### config.mk
export PLATFORM = sky130hd
export DESIGN_NAME = multicycle_control_flat
export DESIGN_NICKNAME = d
export VERILOG_FILES = /design/src/rtl/multicycle_control_if.sv /design/src/rtl/multicycle_control.sv /design/src/flat_wrapper.sv
export SDC_FILE = /design/constraint.sdc
export NUM_CORES = 1
export LEC_CHECK = 0
export ABC_AREA = 1
export CORE_MARGIN = 1
export CORE_UTILIZATION = 36
export CTS_CLUSTER_SIZE = 28
export DETAILED_ROUTE_END_ITERATION = 10
export PLACE_DENSITY = 0.76
export SLEW_MARGIN = 25
export SYNTH_ARGS = -nofsm -noshare
export SYNTH_HDL_FRONTEND = slang
export SYNTH_SLANG_ARGS = --single-unit
### constraint.sdc
create_clock -name clock -period 1.1 [get_ports clock]
set_input_delay 0.22 -clock clock [delete_from_list [all_inputs] [get_ports clock]]
set_output_delay 0.22 -clock clock [all_outputs]
set_load 0.02 [all_outputs]
### src/rtl/multicycle_control_if.sv
// Datapath-facing bundle of the multicycle sequencer: fetched opcode and ALU zero
// flag in, write enables and mux selects out.
interface multicycle_control_if;
    logic [5:0] opcode;
    logic       zero;
    logic       pcWrite;
    logic       irWrite;
    logic       memRead;
    logic       memWrite;
    logic       memtoReg;
    logic       regDst;
    logic       aluSrc;
    logic       regWrite;
    logic       jump;
    logic       branchTaken;
    logic [1:0] aluOp;

    modport master (
        input  opcode, zero,
        output pcWrite, irWrite, memRead, memWrite, memtoReg, regDst,
               aluSrc, regWrite, jump, branchTaken, aluOp
    );

    modport slave (
        output opcode, zero,
        input  pcWrite, irWrite, memRead, memWrite, memtoReg, regDst,
               aluSrc, regWrite, jump, branchTaken, aluOp
    );
endinterface

### src/rtl/multicycle_control.sv
// Per-instruction MIPS control FSM with free-run and single-step modes.
// Define MC_INSTR_COUNT_EN to build the retired-instruction counter; otherwise instr_count is 0.
module multicycle_control #(
    parameter int CNT_W = 16
) (
    input  logic                 clock,
    input  logic                 reset,
    multicycle_control_if.master bus,
    input  logic                 run,
    input  logic                 step,
    output logic [2:0]           state,
    output logic                 busy,
    output logic                 illegal,
    output logic [CNT_W-1:0]     instr_count
);

    typedef enum logic [2:0] {
        IDLE   = 3'd0,
        FETCH  = 3'd1,
        DECODE = 3'd2,
        EXEC   = 3'd3,
        MEM    = 3'd4,
        WB     = 3'd5,
        HALT   = 3'd6
    } state_t;

    localparam logic [5:0] OP_R    = 6'b000000;
    localparam logic [5:0] OP_LW   = 6'b100011;
    localparam logic [5:0] OP_SW   = 6'b101011;
    localparam logic [5:0] OP_BEQ  = 6'b000100;
    localparam logic [5:0] OP_J    = 6'b000010;
    localparam logic [5:0] OP_ADDI = 6'b001000;

    state_t     cur;
    state_t     end_state;
    logic       step_q;
    logic [5:0] op_q;
    logic       last;
    logic       op_legal;

    logic       pc_write, ir_write, mem_read, mem_write, mem_to_reg;
    logic       reg_dst, alu_src, reg_write, jump_sel, branch_taken;
    logic [1:0] alu_op;

    assign op_legal  = (bus.opcode == OP_R)  || (bus.opcode == OP_LW)  ||
                       (bus.opcode == OP_SW) || (bus.opcode == OP_BEQ) ||
                       (bus.opcode == OP_J)  || (bus.opcode == OP_ADDI);
    assign end_state = run ? FETCH : IDLE;

    // DECODE must look at the live opcode; later states only trust the latched copy.
    always_comb begin
        pc_write     = 1'b0;
        ir_write     = 1'b0;
        mem_read     = 1'b0;
        mem_write    = 1'b0;
        mem_to_reg   = 1'b0;
        reg_dst      = 1'b0;
        alu_src      = 1'b0;
        reg_write    = 1'b0;
        jump_sel     = 1'b0;
        branch_taken = 1'b0;
        alu_op       = 2'b00;
        last         = 1'b0;
        case (cur)
            FETCH: ir_write = 1'b1;
            DECODE: begin
                if (bus.opcode == OP_J) begin
                    jump_sel = 1'b1;
                    pc_write = 1'b1;
                    last     = 1'b1;
                end
            end
            EXEC: begin
                case (op_q)
                    OP_R:              alu_op = 2'b10;
                    OP_ADDI, OP_LW, OP_SW: alu_src = 1'b1;
                    OP_BEQ: begin
                        alu_op       = 2'b01;
                        pc_write     = 1'b1;
                        branch_taken = bus.zero;
                        last         = 1'b1;
                    end
                    default: ;
                endcase
            end
            MEM: begin
                alu_src = 1'b1;
                if (op_q == OP_LW) begin
                    mem_read = 1'b1;
                end else begin
                    mem_write = 1'b1;
                    pc_write  = 1'b1;
                    last      = 1'b1;
                end
            end
            WB: begin
                reg_write  = 1'b1;
                pc_write   = 1'b1;
                reg_dst    = (op_q == OP_R);
                mem_to_reg = (op_q == OP_LW);
                alu_src    = (op_q == OP_ADDI) || (op_q == OP_LW);
                last       = 1'b1;
            end
            default: ;
        endcase
    end

    // Suppressed while reset is high so an aborted instruction never writes anything.
    assign bus.pcWrite     = pc_write     & ~reset;
    assign bus.irWrite     = ir_write     & ~reset;
    assign bus.memRead     = mem_read     & ~reset;
    assign bus.memWrite    = mem_write    & ~reset;
    assign bus.memtoReg    = mem_to_reg   & ~reset;
    assign bus.regDst      = reg_dst      & ~reset;
    assign bus.aluSrc      = alu_src      & ~reset;
    assign bus.regWrite    = reg_write    & ~reset;
    assign bus.jump        = jump_sel     & ~reset;
    assign bus.branchTaken = branch_taken & ~reset;
    assign bus.aluOp       = reset ? 2'b00 : alu_op;

    assign state = cur;
    assign busy  = (cur != IDLE) && (cur != HALT);

    always_ff @(posedge clock) begin
        if (reset) begin
            cur     <= IDLE;
            step_q  <= 1'b0;
            op_q    <= 6'd0;
            illegal <= 1'b0;
        end else begin
            step_q <= step;
            case (cur)
                IDLE:   if (run || (step && !step_q)) cur <= FETCH;
                FETCH:  cur <= DECODE;
                DECODE: begin
                    op_q <= bus.opcode;
                    if (!op_legal) begin
                        illegal <= 1'b1;
                        cur     <= HALT;
                    end else if (last) begin
                        cur <= end_state;
                    end else begin
                        cur <= EXEC;
                    end
                end
                EXEC: begin
                    if (last)                               cur <= end_state;
                    else if ((op_q == OP_LW) || (op_q == OP_SW)) cur <= MEM;
                    else                                    cur <= WB;
                end
                MEM:     cur <= last ? end_state : WB;
                WB:      cur <= end_state;
                HALT:    cur <= HALT;
                default: cur <= IDLE;
            endcase
        end
    end

`ifdef MC_INSTR_COUNT_EN
    logic [CNT_W-1:0] count_q;

    always_ff @(posedge clock) begin
        if (reset)     count_q <= '0;
        else if (last) count_q <= count_q + {{(CNT_W-1){1'b0}}, 1'b1};
    end

    assign instr_count = count_q;
`else
    assign instr_count = '0;
`endif

endmodule

### src/flat_wrapper.sv
// flat-port wrapper written by rule: the top's interface ports become plain ports
module multicycle_control_flat 
#(
    parameter int CNT_W = 16
)
  (clock, reset, run, step, state, busy, illegal, instr_count, bus_opcode, bus_zero, bus_pcWrite, bus_irWrite, bus_memRead, bus_memWrite, bus_memtoReg, bus_regDst, bus_aluSrc, bus_regWrite, bus_jump, bus_branchTaken, bus_aluOp);
  multicycle_control_if bus_i ();
  input  logic clock;
  input  logic reset;
  input  logic run;
  input  logic step;
  output logic [2:0] state;
  output logic busy;
  output logic illegal;
  output logic [CNT_W-1:0] instr_count;
  input wire logic [$bits(bus_i.opcode)-1:0] bus_opcode;
  input wire logic [$bits(bus_i.zero)-1:0] bus_zero;
  output wire logic [$bits(bus_i.pcWrite)-1:0] bus_pcWrite;
  output wire logic [$bits(bus_i.irWrite)-1:0] bus_irWrite;
  output wire logic [$bits(bus_i.memRead)-1:0] bus_memRead;
  output wire logic [$bits(bus_i.memWrite)-1:0] bus_memWrite;
  output wire logic [$bits(bus_i.memtoReg)-1:0] bus_memtoReg;
  output wire logic [$bits(bus_i.regDst)-1:0] bus_regDst;
  output wire logic [$bits(bus_i.aluSrc)-1:0] bus_aluSrc;
  output wire logic [$bits(bus_i.regWrite)-1:0] bus_regWrite;
  output wire logic [$bits(bus_i.jump)-1:0] bus_jump;
  output wire logic [$bits(bus_i.branchTaken)-1:0] bus_branchTaken;
  output wire logic [$bits(bus_i.aluOp)-1:0] bus_aluOp;
  assign bus_i.opcode = bus_opcode;
  assign bus_i.zero = bus_zero;
  assign bus_pcWrite = bus_i.pcWrite;
  assign bus_irWrite = bus_i.irWrite;
  assign bus_memRead = bus_i.memRead;
  assign bus_memWrite = bus_i.memWrite;
  assign bus_memtoReg = bus_i.memtoReg;
  assign bus_regDst = bus_i.regDst;
  assign bus_aluSrc = bus_i.aluSrc;
  assign bus_regWrite = bus_i.regWrite;
  assign bus_jump = bus_i.jump;
  assign bus_branchTaken = bus_i.branchTaken;
  assign bus_aluOp = bus_i.aluOp;
  multicycle_control #(.CNT_W(CNT_W)) u_core (.clock(clock), .reset(reset), .bus(bus_i), .run(run), .step(step), .state(state), .busy(busy), .illegal(illegal), .instr_count(instr_count));
endmodule
==> results_dict.tcl, run 1 <==
set metrics [dict create \
    synth_area_leader_cell "dfxtp_1" \
    syn_avg_cell_area_um2 6.12 \
    required_ns 0.88 \
    gr-usage-met1 0.351 \
    nFillCells 120 \
    num_io_pins 44 \
    final_cell_area_um2 1960 \
    drt_iter0_markers 33 \
    dr.pass1.iters 4 \
    p_per_area_nw_per_um2 2150 \
    place_area_um2 1580 \
    antenna_found_initial 0 \
    synthCells 145 \
    dp_hpwl_um 2170 \
    die-area_um2 2670 \
    worst_ep_arrival_time_ns 1.65 \
    cts_root_buffer "clkbuf_4" \
    cp_slowest_stage_delay_ns 0.38 \
    grt_pass1_wl_um 5710 \
    netlist_area_um2 887 \
    gp_congestion 0.845 \
    grt_pass1_vias 1210 \
    num_antenna_cells 0 \
    via_per_inst 5.31 \
    routedWlPerCell_um 18.1 \
    hold_class "in2reg" \
    port_buffers 27 \
    cp_cell_sequence "inv_1 > nor2_1 > inv_1 > o21ai_2 > nand2_1 > a21oi_4 > buf_6" \
    rows 17 \
    status "complete, but fails checks" \
    cts_tree "built" \
    grt_usage 0.300 \
    layout_common_cells "buf_4 (38), buf_6 (25), conb_1 (16), nor2_1 (15), inv_1 (13)" \
    via_count 1343 \
    use_met2 0.530 \
    drcViolationCount 0 \
    synth_seq_area_share 0.248 \
    clock.fmax_mhz 535 \
    setup_viol 26 \
    clk_pin_slew_worst_paths_ns 0.07 \
    final.min_clock_period_ns 1.87 \
    use_met3 0.0409 \
    hold_buffers 0 \
    cts-buffers-inserted 3 \
    grt_setup_unrepaired "yes" \
    worst-path-max-fanout 3 \
    worstSetupPathType "reg2out" \
    finalMaxSlewViolations 0 \
    yosysWarnings 0 \
    finalClockSkew_ns 0.000688 \
    maxCapViolations 0 \
    grt_busiest_layer "met2" \
    irDropWorstVdd_mv 1.53 \
    netlist_top_cells_area "dfxtp_1 (25%), buf_4 (14%), nor2_1 (9.7%), inv_1 (7.6%), nand2_1 (6.8%)" \
    placedCellCount 235 \
    dieWidth_um 51.6 \
    setup_ws_ns -0.769 \
    post-route-util 0.859 \
    hold_viol 0 \
    fin_crit_sh 1.70 \
    synth.top_cell.area_share 0.248 \
    nNetsFinal 237 \
    grt-ovfl-total 0 \
    cpMostUsedCell "inv_1" \
    die_y_um 51.6 \
    layout.cells.non_filler 253 \
    routed_wl_um 4580 \
    clockBufferDepth 2 \
    synth-seq-cells 11 \
    syn_to_final_growth_pct 120 \
    critPathCaptureType "output port" \
    p_leak_nw 0.899 \
    core_um2 2280 \
    cp-start-kind "flip-flop" \
    grt_max_degree 15 \
    ant_nets 0 \
    initial_core_util 0.390 \
    violations "negative setup slack" \
    worst_skew_pair.late_latency_ns 0.28 \
    layout_commonest_cell "buf_4" \
    cts.sinks 11 \
    drive_above_1_share 0.627 \
    htreeDepth 1 \
    worst_path_max_delay_cell "dfxtp_2" \
    place_ws_ns -1.03 \
    ys_types 24 \
]
[cells in the mapped netlist]
library cell,count
dfxtp_1,11
nor2_1,23
nand3_1,8
nor4_1,1
o21ai_1,6
nor3b_1,1
nand2_1,16
o211ai_1,1
nor2_2,3
a21oi_1,11
o21a_1,1
clkbuf_1,1
buf_2,1
inv_2,5
buf_4,16
nor3_2,1
inv_1,18
nand2_2,2
nor3_1,7
conb_1,1
o21ai_0,6
nor2_4,1
nand4_1,2
a21oi_2,2
[power breakdown]
| group | switching (mW) | internal (mW) | leakage [nW] |
|---|---|---|---|
| registers | 0.230 | 0.587 | 0.0954 |
| logic | 1.67 | 1.42 | 0.788 |
| clock network | 0.157 | 0.141 | 0.0150 |
| total | 2.05 | 2.14 | 0.899 |
[registers in the layout (all words and copies together), names as in the netlist]
register and cells:
u_core.illegal 1, u_core.op_q 6, u_core.state 3, u_core.step_q 1
[path summary, 6_finish.rpt]
path,from,to,cells after the start,slack (ns)
setup reg to reg,u_core.state[1],u_core.state[0],11,-0.40
hold / removal,bus_opcode[2],u_core.op_q[2],4,0.47
hold reg to reg,u_core.illegal,u_core.illegal,1,0.49
setup / recovery,u_core.op_q[3],bus_aluSrc,7,-0.77
[through the flow]
stage	hold WS [ns]	TNS [ns]	total power, mW
after floorplan	0.342	-2.13	1.89
final	0.467	-10.18	4.20
after detailed placement	0.459	-14.45	2.81
after global routing	0.478	-11.75	4.37
after global placement	0.456	-13.84	2.73
after CTS	0.401	-7.94	3.60
[final cells by class]
type	instances	area, um2	share of cell area
well taps	28	35.0	0.0179
flip-flops and latches	11	244	0.125
multi-input cells	108	802	0.410
repair buffers	79	744	0.381
clock buffers	4	26.3	0.0134
inverters	23	104	0.0531
[worst max-delay path, delay by kind of cell, from the launching register on]
| kind | cells | cell delay [ns] |
|---|---|---|
| flip-flops | 1 | 0.38 |
| AND/OR/NAND/NOR | 2 | 0.29 |
| AO/OA/AOI/OAI | 2 | 0.34 |
| buffers and inverters | 3 | 0.35 |
[what timing repair did]
action	in CTS	in global routing
gates resized for setup	154	25
setup buffers	9	11
endpoints found under the hold margin	0	0
gates cloned	0	0
setup endpoints to repair	27	26
pin swaps	19	16
[routing by layer]
layer | part of all wire | vias up
met2 | 0.50 | 81
met1 | 0.38 | 640
met4 | 0.046 | 0
li1 | - | 599
met5 | 0 | -
met3 | 0.072 | 23
[cells by family after synthesis]
family | count (synthesis) | share of synthesized area
AO/OA/AOI/OAI | 27 | 0.166
buffers and inverters | 41 | 0.243
AND/OR/NAND/NOR | 65 | 0.339
flip-flops | 11 | 0.248
other | 1 | 0.00423
(Power assumes the default switching activity.)
==> run 2, diff against run 1 <==
CAP_MARGIN = 25   (was unset)
SKIP_LAST_GASP = 1   (was unset)
==> results_dict.tcl, run 2 (same netlist as run 1, synthesis figures left out) <==
set metrics [dict create \
    irDropWorstVdd_mv 1.59 \
    routed_wl_um 3990 \
    cts.sinks 11 \
    dp_hpwl_um 2170 \
    worst_skew_pair.late_latency_ns 0.27 \
    p_leak_nw 0.883 \
    die_y_um 51.6 \
    worst-path-max-fanout 4 \
    timing.rr.start "u_core.op_q[2]" \
    placedCellCount 235 \
    place_area_um2 1580 \
    grt_max_degree 15 \
    clk_pin_slew_worst_paths_ns 0.07 \
    grt-ovfl-total 0 \
    setup_viol 25 \
    violations "negative setup slack" \
    nFillCells 128 \
    cp-start-kind "flip-flop" \
    dr.pass1.iters 4 \
    drive_above_1_share 0.617 \
    initial_core_util 0.390 \
    routedWlPerCell_um 15.9 \
    power_mw 3.92 \
    max_flop_register "u_core.op_q" \
    cts_root_buffer "clkbuf_4" \
    critPathCaptureType "output port" \
    layout.cells.non_filler 250 \
    port_buffers 27 \
    status "complete, but fails checks" \
    clock.fmax_mhz 562 \
    layout_commonest_cell "buf_4" \
    hold_class "in2reg" \
    cts_tree "built" \
    largest_reg_flops 6 \
    setup_ws_ns -0.680 \
    clockBufferDepth 2 \
    rows 17 \
    num_antenna_cells 0 \
    dieWidth_um 51.6 \
    hold_viol 0 \
    gp_congestion 0.845 \
    setup.worst_path.end "bus_branchTaken" \
    grt_usage 0.282 \
    syn_to_final_growth_pct 115 \
    worstSetupPathType "reg2out" \
    final.min_clock_period_ns 1.78 \
    via_count 1292 \
    finalClockSkew_ns 0.000499 \
    grt_setup_unrepaired "yes" \
    maxCapViolations 0 \
    num_io_pins 44 \
    place_ws_ns -1.03 \
    ant_nets 0 \
    drt_iter0_markers 98 \
    via_per_inst 5.17 \
    required_ns 0.88 \
    grt_pass1_wl_um 5420 \
    finalMaxSlewViolations 0 \
    layout_common_cells "buf_4 (38), buf_6 (23), conb_1 (16), nor2_1 (15), inv_1 (13)" \
    worst_ep_arrival_time_ns 1.56 \
    final_cell_area_um2 1910 \
    crit_start "u_core.op_q[1]" \
    fin_crit_sh 1.62 \
    grt_pass1_vias 1171 \
    die-area_um2 2670 \
    reg2regPathDepth 11 \
    core_um2 2280 \
    nNetsFinal 234 \
    r2r_slack_ns -0.49 \
    regToRegEndpoint "u_core.state[0]" \
    antenna_found_initial 0 \
    htreeDepth 1 \
    drcViolationCount 0 \
    p_per_area_nw_per_um2 2050 \
    cts-buffers-inserted 3 \
]
==> run 2: cell count changes in the layout (fill, tap and decap cells not counted), sizes merged <==
cell,before,now
buf,69,66
==> run 2: worst min path at each step <==
stage               depth (start not counted)      startpoint        endpoint  slack [ns]
global route                                3   bus_opcode[1]  u_core.op_q[1]        0.43
finish                                      3   bus_opcode[1]  u_core.op_q[1]        0.40
CTS                                         3   bus_opcode[1]  u_core.op_q[1]        0.40
global placement                            1  u_core.illegal  u_core.illegal        0.46
detailed placement                          1  u_core.illegal  u_core.illegal        0.46
floorplan                                   2            step   u_core.step_q        0.34
==> run 2: what timing repair did <==
item / 4_1_cts / 5_1_grt
pin swaps: 19 / 21
setup buffers: 9 / 8
gates resized for setup: 149 / 26
hold buffers: 0 / 0
setup endpoints to repair: 27 / 26
==> run 2: final cells by class <==
class | instances | area (um2) | share of cell area
Tap cell | 28 | 35.0 | 0.0184
Multi-Input combinational cell | 108 | 797 | 0.418
Clock buffer | 4 | 26.3 | 0.0138
Sequential cell | 11 | 244 | 0.128
Timing Repair Buffer | 76 | 702 | 0.368
Inverter | 23 | 104 | 0.0544
==> run 2: where the power goes <==
| part | internal (mW) | switching, mW | total [mW] |
|---|---|---|---|
| clock | 0.141 | 0.136 | 0.276 |
| combinational | 1.31 | 1.52 | 2.83 |
| sequential | 0.588 | 0.226 | 0.814 |
| total | 2.04 | 1.88 | 3.92 |
==> run 2: critical path, cell delays in order (launching register included) <==
cell     delay, ns
dfxtp_4       0.36
inv_2         0.07
nand4_1       0.21
nor2_1        0.22
nand2_2       0.10
nor3b_4       0.18
buf_6         0.14
==> run 2: per-layer routing <==
layer | track usage | wire (um)
met5 | 0 | 0
met4 | 0.126 | 96
met3 | 0.0409 | 275
met2 | 0.496 | 2070
met1 | 0.337 | 1540
==> run 2: through the flow <==
stage	hold WS [ns]	TNS (ns)	util
6_report	0.402	-9.42	0.838
2_1_floorplan	0.342	-2.13	-
4_1_cts	0.401	-8.01	0.796
3_5_place_dp	0.459	-14.45	0.693
3_3_place_gp	0.456	-13.84	0.693
5_1_grt	0.435	-10.53	0.838
==> run 3, diff against run 2 <==
MAX_ROUTING_LAYER = met4   (was unset)
RECOVER_POWER = 50   (was unset)
==> results_dict.tcl, run 3 (same netlist as run 1, synthesis figures left out) <==
set metrics [dict create \
    power_mw 3.88 \
    required_ns 0.88 \
    irDropWorstVdd_mv 1.53 \
    worst_skew_pair.late_latency_ns 0.27 \
    antenna_found_initial 0 \
    p_leak_nw 0.882 \
    initial_core_util 0.390 \
    hold_buffers 0 \
    worst-path-max-fanout 4 \
    place_area_um2 1580 \
    layout_common_cells "buf_4 (38), buf_6 (23), conb_1 (16), nor2_1 (15), inv_1 (13)" \
    nFillCells 129 \
    p_per_area_nw_per_um2 2040 \
    seqCellArea_um2 244 \
    clock.fmax_mhz 565 \
    grt_pass1_wl_um 5440 \
    die_y_um 51.6 \
    syn_to_final_growth_pct 115 \
    dp_hpwl_um 2170 \
    fin_crit_sh 1.61 \
    via_per_inst 5.10 \
    final_cell_area_um2 1900 \
    setup_viol 25 \
    grt_usage 0.292 \
    cts_root_buffer "clkbuf_4" \
    ant_nets 0 \
    routedWlPerCell_um 15.2 \
    nNetsFinal 234 \
    hold_viol 0 \
    final.min_clock_period_ns 1.77 \
    clk_pin_slew_worst_paths_ns 0.07 \
    cp_cell_sequence "inv_2 > nor2_2 > nand3_1 > nor2_2 > nor2_4 > a21oi_4 > buf_6" \
    drt_iter0_markers 40 \
    via_count 1275 \
    layout_commonest_cell "buf_4" \
    max_flop_register "u_core.op_q" \
    setup_ws_ns -0.669 \
    placedCellCount 235 \
    critPathCaptureType "output port" \
    finalClockSkew_ns 0.00211 \
    layout.cells.non_filler 250 \
    drcViolationCount 0 \
    port_buffers 27 \
    num_antenna_cells 0 \
    multi_input_area_um2 792 \
    worst_path_max_delay_cell "dfxtp_4" \
    hold_class "in2reg" \
    cts-buffers-inserted 3 \
    num_io_pins 44 \
    gp_congestion 0.858 \
    grt_setup_unrepaired "yes" \
    dr.pass1.iters 4 \
    clockBufferDepth 2 \
    cpMostUsedCell "nor2_2" \
    cts.sinks 11 \
    drive_above_1_share 0.613 \
    cp_slowest_stage_delay_ns 0.38 \
    htreeDepth 1 \
    grt_max_degree 15 \
    status "complete, but fails checks" \
    dieWidth_um 51.6 \
    worstSetupPathType "reg2out" \
    grt-ovfl-total 0 \
    die-area_um2 2670 \
    rows 17 \
    violations "negative setup slack" \
    worst_ep_arrival_time_ns 1.55 \
    finalMaxSlewViolations 0 \
    grt_pass1_vias 1166 \
    core_um2 2280 \
    largest_reg_flops 6 \
    routed_wl_um 3810 \
    cp-start-kind "flip-flop" \
    cts_tree "built" \
    maxCapViolations 0 \
]
-- run 3: cell count changes in the layout (fill, tap and decap cells not counted) --
cell	change
buf_2	-1
nand3_1	+1
nand3_2	-1
clkbuf_2	+1
-- run 3: repair_timing --
action | 4_1_cts | 5_1_grt
endpoints found under the setup margin | 27 | 26
pin swaps | 19 | 21
gates cloned | 0 | 0
endpoints found under the hold margin | 0 | 0
setup buffers | 9 | 8
gates resized for setup | 149 | 25
-- run 3: final timing paths --
kind	startpoint	to	slack, ns	depth (start not counted)
worst max-delay path	u_core.op_q[2]	bus_pcWrite	-0.67	7
worst min-delay path	bus_opcode[1]	u_core.op_q[1]	0.40	3
worst max register to register	u_core.op_q[2]	u_core.state[0]	-0.54	11
worst min register to register	u_core.illegal	u_core.illegal	0.48	1
-- run 3: through the flow --
step,setup TNS (ns),setup WS [ns],hold WS [ns],util
floorplan,-2.13,-0.266,0.342,-
global placement,-13.84,-0.996,0.456,0.693
detailed placement,-14.45,-1.03,0.459,0.693
CTS,-8.01,-0.580,0.401,0.796
global route,-10.64,-0.722,0.426,0.836
finish,-9.37,-0.669,0.403,0.836
-- run 3: cell type report --
| type | count | share of cell area |
|---|---|---|
| multi-input combinational | 108 | 0.416 |
| clock buffer | 4 | 0.0138 |
| inverter | 23 | 0.0546 |
| tap | 28 | 0.0184 |
| timing repair buffer | 76 | 0.369 |
| sequential | 11 | 0.128 |
-- run 3: metal layers --
layer	global-route usage	wire [um]	up-vias
met5	-	0	-
li1	-	-	592
met4	0.126	119	0
met1	0.337	1500	606
met2	0.496	1940	62
met3	0.0497	251	15
-- run 3: worst max-delay path: cells and delay by family, from the launching register on --
family                 cells  cell delay, ns
AND/OR/NAND/NOR            4            0.58
AO/OA/AOI/OAI              1            0.13
flip-flops                 1            0.38
buffers and inverters      2            0.18
-- run 3: power breakdown --
part	switching, mW	internal, mW	leakage [nW]
Combinational	1.49	1.31	0.771
Clock	0.136	0.141	0.0150
Sequential	0.217	0.588	0.0954
Total	1.84	2.04	0.882
